## src/rtl/reg_file_arb_if.sv

```systemverilog
// Requester-side bus of the arbitrated register file: two packed requester lanes plus shared read return.
// The optional lock lane exists only when REG_ARB_LOCK_EN is defined.
interface reg_file_arb_if #(
    parameter int DATA_W   = 16,
    parameter int NUM_REGS = 8
);
    localparam int ADDR_W = $clog2(NUM_REGS);

    logic [1:0]          req;
    logic [1:0]          we;
    logic [2*ADDR_W-1:0] addr_in;
    logic [2*DATA_W-1:0] wdata_in;
    logic [1:0]          gnt;
    logic [1:0]          rvalid;
    logic [DATA_W-1:0]   rdata_out;
`ifdef REG_ARB_LOCK_EN
    logic [1:0]          lock;
`endif

    modport master (
`ifdef REG_ARB_LOCK_EN
        output lock,
`endif
        output req, we, addr_in, wdata_in,
        input  gnt, rvalid, rdata_out
    );

    modport slave (
`ifdef REG_ARB_LOCK_EN
        input  lock,
`endif
        input  req, we, addr_in, wdata_in,
        output gnt, rvalid, rdata_out
    );
endinterface

```

## src/rtl/reg_file_arb.sv

```systemverilog
// Two-requester round-robin arbiter in front of a NUM_REGS x DATA_W register file.
// Define REG_ARB_LOCK_EN to add the per-requester grant-hold (lock) behaviour.
module reg_file_arb #(
    parameter int DATA_W   = 16,
    parameter int NUM_REGS = 8
) (
    input  logic            reset,
    input  logic            clock,
    reg_file_arb_if.slave   bus
);
    localparam int ADDR_W = $clog2(NUM_REGS);

    typedef enum logic {PRI_0 = 1'b0, PRI_1 = 1'b1} pri_t;

    pri_t              pri_reg, pri_next;
    logic [DATA_W-1:0] mem_reg [NUM_REGS];
    logic [1:0]        rvalid_reg, rvalid_next;
    logic [DATA_W-1:0] rdata_reg, rdata_next;
    logic [1:0]        gnt;
    logic              sel;
    logic              commit;
    logic              wr_en;
    logic [ADDR_W-1:0] addr_req  [2];
    logic [DATA_W-1:0] wdata_req [2];

`ifdef REG_ARB_LOCK_EN
    logic owner_valid_reg, owner_valid_next;
    logic owner_reg, owner_next;
`endif

    generate
        for (genvar gi = 0; gi < 2; gi++) begin : g_lane
            assign addr_req[gi]  = bus.addr_in[gi*ADDR_W +: ADDR_W];
            assign wdata_req[gi] = bus.wdata_in[gi*DATA_W +: DATA_W];
        end
    endgenerate

    // Grant is purely combinational so a sole requester is served in the same cycle.
    always_comb begin
        gnt = 2'b00;
`ifdef REG_ARB_LOCK_EN
        if (owner_valid_reg && bus.req[owner_reg])
            gnt[owner_reg] = 1'b1;
        else
`endif
        begin
            case (bus.req)
                2'b01:   gnt = 2'b01;
                2'b10:   gnt = 2'b10;
                2'b11:   gnt = (pri_reg == PRI_0) ? 2'b01 : 2'b10;
                default: gnt = 2'b00;
            endcase
        end
    end

    assign sel    = gnt[1];
    assign commit = |gnt;

    always_comb begin
        pri_next    = pri_reg;
        rvalid_next = 2'b00;
        rdata_next  = rdata_reg;
        wr_en       = 1'b0;
        if (commit) begin
            pri_next = sel ? PRI_0 : PRI_1;
            if (bus.we[sel]) begin
                wr_en = 1'b1;
            end else begin
                rvalid_next[sel] = 1'b1;
                rdata_next       = mem_reg[addr_req[sel]];
            end
        end
    end

`ifdef REG_ARB_LOCK_EN
    // An owner that drops req loses ownership at that edge even without a commit.
    always_comb begin
        owner_valid_next = owner_valid_reg;
        owner_next       = owner_reg;
        if (owner_valid_reg && !bus.req[owner_reg])
            owner_valid_next = 1'b0;
        if (commit) begin
            if (bus.lock[sel]) begin
                owner_valid_next = 1'b1;
                owner_next       = sel;
            end else if (owner_valid_reg && owner_reg == sel) begin
                owner_valid_next = 1'b0;
            end
        end
    end

    always_ff @(posedge clock or posedge reset) begin
        if (reset) begin
            owner_valid_reg <= 1'b0;
            owner_reg       <= 1'b0;
        end else begin
            owner_valid_reg <= owner_valid_next;
            owner_reg       <= owner_next;
        end
    end
`endif

    always_ff @(posedge clock or posedge reset) begin
        if (reset) begin
            for (int i = 0; i < NUM_REGS; i++)
                mem_reg[i] <= '0;
            pri_reg    <= PRI_0;
            rvalid_reg <= 2'b00;
            rdata_reg  <= '0;
        end else begin
            if (wr_en)
                mem_reg[addr_req[sel]] <= wdata_req[sel];
            pri_reg    <= pri_next;
            rvalid_reg <= rvalid_next;
            rdata_reg  <= rdata_next;
        end
    end

    assign bus.gnt       = gnt;
    assign bus.rvalid    = rvalid_reg;
    assign bus.rdata_out = rdata_reg;
endmodule
```

## src/flat_wrapper.sv

```systemverilog
// flat-port wrapper written by rule: the top's interface ports become plain ports
module reg_file_arb_flat 
#(
    parameter int DATA_W   = 16,
    parameter int NUM_REGS = 8
)
  (reset, clock, bus_req, bus_we, bus_addr_in, bus_wdata_in, bus_gnt, bus_rvalid, bus_rdata_out);
  reg_file_arb_if #(.DATA_W(DATA_W), .NUM_REGS(NUM_REGS)) bus_i ();
  input  logic reset;
  input  logic clock;
  input wire logic [$bits(bus_i.req)-1:0] bus_req;
  input wire logic [$bits(bus_i.we)-1:0] bus_we;
  input wire logic [$bits(bus_i.addr_in)-1:0] bus_addr_in;
  input wire logic [$bits(bus_i.wdata_in)-1:0] bus_wdata_in;
  output wire logic [$bits(bus_i.gnt)-1:0] bus_gnt;
  output wire logic [$bits(bus_i.rvalid)-1:0] bus_rvalid;
  output wire logic [$bits(bus_i.rdata_out)-1:0] bus_rdata_out;
  assign bus_i.req = bus_req;
  assign bus_i.we = bus_we;
  assign bus_i.addr_in = bus_addr_in;
  assign bus_i.wdata_in = bus_wdata_in;
  assign bus_gnt = bus_i.gnt;
  assign bus_rvalid = bus_i.rvalid;
  assign bus_rdata_out = bus_i.rdata_out;
  reg_file_arb #(.DATA_W(DATA_W), .NUM_REGS(NUM_REGS)) u_core (.reset(reset), .clock(clock), .bus(bus_i));
endmodule
```

## config.mk

```make
export PLATFORM = sky130hd
export DESIGN_NAME = reg_file_arb_flat
export DESIGN_NICKNAME = d
export VERILOG_FILES = /design/src/rtl/reg_file_arb_if.sv /design/src/rtl/reg_file_arb.sv /design/src/flat_wrapper.sv
export SDC_FILE = /design/constraint.sdc
export NUM_CORES = 1
export LEC_CHECK = 0
export CORE_ASPECT_RATIO = 0.5
export CORE_MARGIN = 3
export CORE_UTILIZATION = 30
export DETAILED_ROUTE_END_ITERATION = 10
export HOLD_SLACK_MARGIN = 0.05
export PLACE_DENSITY = 0.48
export SYNTH_ARGS = -nofsm -noshare
export SYNTH_HDL_FRONTEND = slang
export SYNTH_SLANG_ARGS = --single-unit
```

## constraint.sdc

```tcl
create_clock -name clock -period 4.71 [get_ports clock]
set_clock_uncertainty 0.05 [all_clocks]
set_input_delay 0.471 -clock clock [delete_from_list [all_inputs] [get_ports clock]]
set_output_delay 0.471 -clock clock [all_outputs]
set_load 0.05 [all_outputs]
```

==> results.yml, run 1 <==
cells_and_area:
  layout_common_cells: "dfrtp_1, nand2_1, mux2_2"
  fin_cells: 1183
  nFillCells: 2607
  regArea_um2: 3680
  drive_above_1_share_pct: 24.7
  nets: 861
  multi_input_area_um2: 4340
  final_common_cell: "dfrtp_1"
  area_delta_synth_final_pct: 19.2
  largest_register_ffs: 128
critical_path:
  critPathTopFamily: "simple AND/OR/NAND/NOR gates"
  setup.worst_path.end_class: "flip-flop"
  cp-startpoint: "bus_req[0]"
  worstSetupPathType: "in -> reg"
  critPathMaxStageDelay_ns: 0.96
  crit_required_ns: 5.00
  worst_setup_path_start_kind: "input pin"
  regToRegStartpoint: "u_core.pri_reg$_DFFE_PP0P_"
  crit_chain: "clkdlybuf4s50_1, nand2b_4, a21boi_1, or2_0, buf_4, o2111ai_1, a41oi_1"
  arrival_ns: 3.42
  worst_path_max_delay_cell: "or2_0"
  crit_buf_inv: 2
  critPathMaxFanout: 13
placed_design:
  place_inst: 1150
  port_buffers: 63
  hpwl_um: 15700
  place_congestion: 0.770
logic_synthesis:
  avgSynthCellArea_um2: 10.7
  synth-seq-cells: 147
  synthCells: 773
  ys_warn_count: 0
  ys_types: 44
  synth_nets: 817
  synthesis.area_um2: 8300
  ys_seq_area_share_pct: 44.3
clocking:
  cts_root_buffer: "clkbuf_16"
  cts_buffers: 17
  cts_setup_buffers: 0
  cts.hold.buffers_added: 0
  insertion_delay_ns: 0.43
  h-tree-depth: 4
  clk_pin_slew_worst_paths_ns: 0.06
  cts.sinks: 147
  cts_buffer_depth: 2
  cts_tree: "done"
  cts_resized: 0
global_route:
  busiest_layer: "met2"
  grt_use_met3_pct: 2.90
  use_met2_pct: 26.0
  grtUsageMet1_pct: 25.4
  grt_max_degree: 73
  gr-total-overflow: 0
  antenna_found_initial: 0
  grt_pass1_vias: 6401
  grtUsageTotal_pct: 17.2
  grt_pass1_wl_um: 38400
sta:
  setup_tns_ns: 0
  finalMaxSlewViolations: 0
  post-route-period-util_pct: 66.6
  hold_viol: 0
  maxSlewHeadroom_pct: 18.9
  grt_setup_unrepaired: "no"
  setup_viol: 0
  worstMarginPinSlew_ns: 1.22
  period_needed_ns: 3.14
  fmax_ghz: 0.319
floorplan:
  rows: 42
  start_util_pct: 31.0
  dieHeight_um: 124
  die_width_um: 241
  dieArea_um2: 29800
  core_um2: 26800
  num_io_pins: 64
status:
  status: "complete, no violations"
route:
  wl_per_cell_um: 21.1
  vias: 6303
  drc: 0
  drtPass1Iterations: 5
  drt-total-wl_um: 24900
  drtIter0Drc: 441
  ant_nets: 0
  detail_route.vias_per_cell: 5.33
pwr:
  p_per_area_nw_per_um2: 534
  max-vdd-ir-drop_mv: 0.232
  leakagePower_nw: 4.30
job:
  maxCapViolations: 0
worst_hold_path:
  holdCritPathClass: "in -> async"
metrics by stage:
stage	power [W]	setup WS [ns]	hold WS (ns)	utilization [%]	instance area, um^2
detailed placement	0.00387	1.15	0.440	34.6	9270
global route	0.00561	1.52	0.469	36.9	9880
global placement	0.00381	1.17	0.429	34.6	9270
floorplan	0.00336	0.238	0.419	-	8300
CTS	0.00533	1.63	0.455	36.9	9880
finish	0.00528	1.57	0.455	36.9	9880
cell usage after synthesis, drive strengths merged:
master   instances  area share [%]
dfrtp          147              44
mux2           144              20
nand2          129             5.9
mux2i           80             9.7
clkbuf          38             1.7
nand3           36             2.2
a21oi           27             1.7
nand2b          27             2.1
buf             20             1.6
nor2            19            0.89
nor4            19             2.0
a31oi           16             1.2
a41oi           16             1.7
o2111ai         16             1.7
o21ai           15             1.1
inv              4            0.18
a211o            3            0.32
a21bo            3            0.36
nand4            3            0.23
a211oi           1           0.091
a21boi           1           0.091
a21o             1           0.091
a32oi            1            0.20
and2             1           0.075
and3             1           0.075
nor2b            1            0.17
o22ai            1           0.075
o2bb2a           1            0.12
or2              1           0.075
or4              1            0.14
worst register-to-register path, delay by kind of cell (launching register included):
family	cells	cell delay (ns)
AO/OA/AOI/OAI	3	0.98
AND/OR/NAND/NOR	2	1.17
buffers and inverters	1	0.34
flip-flops	1	0.43
final timing paths:
path | slack, ns | end | cells past startpoint
worst min-delay path | 0.46 | u_core.mem_reg[92]$_DFFE_PP0P_ | 2
worst min register to register | 0.46 | u_core.mem_reg[74]$_DFFE_PP0P_ | 1
worst max register to register | 1.66 | u_core.bus.rdata_out[7]$_DFFE_PP0P_ | 6
min in group clock | 0.46 | u_core.mem_reg[74]$_DFFE_PP0P_ | 1
worst max-delay path | 1.57 | u_core.bus.rdata_out[7]$_DFFE_PP0P_ | 7
max in group asynchronous | 3.06 | u_core.mem_reg[66]$_DFFE_PP0P_ | 3
logic make-up after synthesis:
| family | after synthesis | synth area share [%] |
|---|---|---|
| AND/OR/NAND/NOR | 238 | 13.8 |
| multiplexers | 224 | 29.7 |
| flip-flops | 147 | 44.3 |
| AO/OA/AOI/OAI | 102 | 8.69 |
| buffers and inverters | 62 | 3.47 |
report_power, final:
group | internal, W | switching (W)
clock network | 0.000887 | 0.000535
logic | 0.000839 | 0.000837
registers | 0.00180 | 0.000386
metal layers:
metal  vias to the layer above  part of all wire [%]  routed length (um)
met2                       155                    44               10900
li1                       2903                     -                   -
met3                        19                   4.2                1060
met4                         0                   1.2                 291
met5                         -                     0                   0
met1                      3226                    51               12700
cell type report:
cell class                      instances  area share (%)
Antenna cell                            1          0.0253
Clock buffer                           23            4.94
Clock inverter                          9            1.28
Inverter                                4           0.203
Multi-Input combinational cell        564            43.9
Sequential cell                       147            37.2
Tap cell                              352            4.46
Timing Repair Buffer                   83            7.95
(Power assumes the default switching activity.)
==> run 2: changes to the inputs <==
- clock period: 4.71 -> 2.7 ns (I/O delays scaled with it)
==> results.yml, run 2 (synthesis gave the netlist of run 1 again) <==
status:
  status: "complete, no violations"
sta:
  worstMarginPinSlew_ns: 0.674
  setup_tns_ns: 0
  hold_viol: 0
  grt_setup_unrepaired: "no"
  setup_viol: 0
  maxSlewHeadroom_pct: 55.1
  fin_ws_ns: 0.291
  fmax_ghz: 0.415
  post-route-period-util_pct: 89.2
  period_needed_ns: 2.41
  finalMaxSlewViolations: 0
route:
  drc: 0
  detail_route.vias_per_cell: 5.28
  ant_nets: 0
  drt-total-wl_um: 25000
  wl_per_cell_um: 20.5
  drtIter0Drc: 450
  drtPass1Iterations: 7
  vias: 6443
floorplan:
  die_width_um: 241
  num_io_pins: 64
  dieArea_um2: 29800
  rows: 42
  start_util_pct: 31.0
  core_um2: 26800
  dieHeight_um: 124
placed_design:
  place_congestion: 0.845
  port_buffers: 63
  dpl_cell_area_um2: 9660
  hpwl_um: 16600
  place_ws_ns: 0.0973
cells_and_area:
  regArea_um2: 3680
  multi_input_area_um2: 4340
  final_common_cell: "dfrtp_1"
  utilization_pct: 38.0
  nFillCells: 2627
  nets: 900
  drive_above_1_share_pct: 27.7
  area_delta_synth_final_pct: 22.9
  largest_register_ffs: 128
  stdcell_area_um2: 10200
  layout_common_cells: "dfrtp_1, nand2_1, mux2_2"
pwr:
  total_power_w: 0.00905
  p_per_area_nw_per_um2: 887
  leakagePower_nw: 4.47
  max-vdd-ir-drop_mv: 0.501
critical_path:
  worst_setup_path_start_kind: "flip-flop"
  worstSetupEndpoint: "bus_gnt[1]"
  critPathMaxFanout: 27
  cp-startpoint: "u_core.pri_reg$_DFFE_PP0P_"
  cpMostUsedCell: "buf_12"
  critPathMaxStageDelay_ns: 0.43
  worst_path_max_delay_cell: "dfrtp_1"
  regToRegStartpoint: "u_core.pri_reg$_DFFE_PP0P_"
  worstSetupPathType: "reg -> out"
  crit_required_ns: 2.38
  arrival_ns: 2.09
  setup.worst_path.end_class: "output port"
  r2r_end: "u_core.mem_reg[49]$_DFFE_PP0P_"
  rrSetupSlack_ns: 0.39
  r2r_cells: 7
  crit_chain: "nand2b_4, nand2_2, inv_2, buf_12, buf_4, buf_12"
clocking:
  cts_buffer_depth: 2
  h-tree-depth: 4
  clk_pin_slew_worst_paths_ns: 0.06
  cts.sinks: 147
  cts_tree: "done"
  cts_root_buffer: "clkbuf_16"
  cts_setup_buffers: 0
  cts.hold.buffers_added: 0
  cts_buffers: 17
  insertion_delay_ns: 0.42
  cts_resized: 0
worst_hold_path:
  holdCritPathClass: "in -> async"
global_route:
  grt_pass1_wl_um: 38600
  gr-total-overflow: 0
  grt_max_degree: 113
  grtUsageTotal_pct: 17.4
  grt_pass1_vias: 6417
  antenna_found_initial: 0
job:
  maxCapViolations: 0
run 2: cell count changes in the layout (fill, tap and decap cells not counted), sizes merged:
cell           previous run  this run
buf                      23        63
bufinv                    3         1
clkbuf                   23        25
clkinv                    5         3
clkdlybuf4s50            60        59
clkinvlp                  1         2
inv                       4         3
run 2: final cells by class:
type,count,area share (%)
multi-input cells,564,42.6
flip-flops and latches,147,36.1
repair buffers,122,11.5
clock buffers,25,4.76
well taps,352,4.32
clock inverters,5,0.515
inverters,4,0.184
diodes,1,0.0245
run 2: report_power, final:
group / switching (W) / internal (W)
sequential: 0.000685 / 0.00314
clock: 0.000907 / 0.00133
combinational: 0.00145 / 0.00154
run 2: worst min path at each step:
stage	start	end	slack, ns
floorplan	bus_we[0]	u_core.bus.rvalid[0]$_DFF_PP0_	0.29
global placement	u_core.mem_reg[118]$_DFFE_PP0P_	u_core.mem_reg[118]$_DFFE_PP0P_	0.44
detailed placement	u_core.mem_reg[117]$_DFFE_PP0P_	u_core.mem_reg[117]$_DFFE_PP0P_	0.45
CTS	reset	u_core.mem_reg[114]$_DFFE_PP0P_	0.31
global route	reset	u_core.mem_reg[114]$_DFFE_PP0P_	0.34
finish	reset	u_core.mem_reg[75]$_DFFE_PP0P_	0.31
run 2: critical path, delay by kind of cell (launching register included):
| family | cells | cell delay [ns] |
|---|---|---|
| and+or+nand+nor | 2 | 0.36 |
| DFF | 1 | 0.43 |
| buffers and inverters | 4 | 0.85 |
run 2: layer usage:
metal	global-route usage, %	vias to the layer above	part of all wire, %
li1	-	2974	-
met1	25.3	3326	51
met2	26.7	116	44
met3	2.90	27	3.2
met4	4.88	0	1.6
met5	0	-	0
run 2: through the flow:
| stage | instances | hold WS (ns) |
|---|---|---|
| after floorplan | 773 | 0.286 |
| after global placement | 1189 | 0.438 |
| after detailed placement | 1189 | 0.448 |
| after CTS | 1219 | 0.313 |
| after global routing | 1219 | 0.343 |
| final | 1220 | 0.307 |
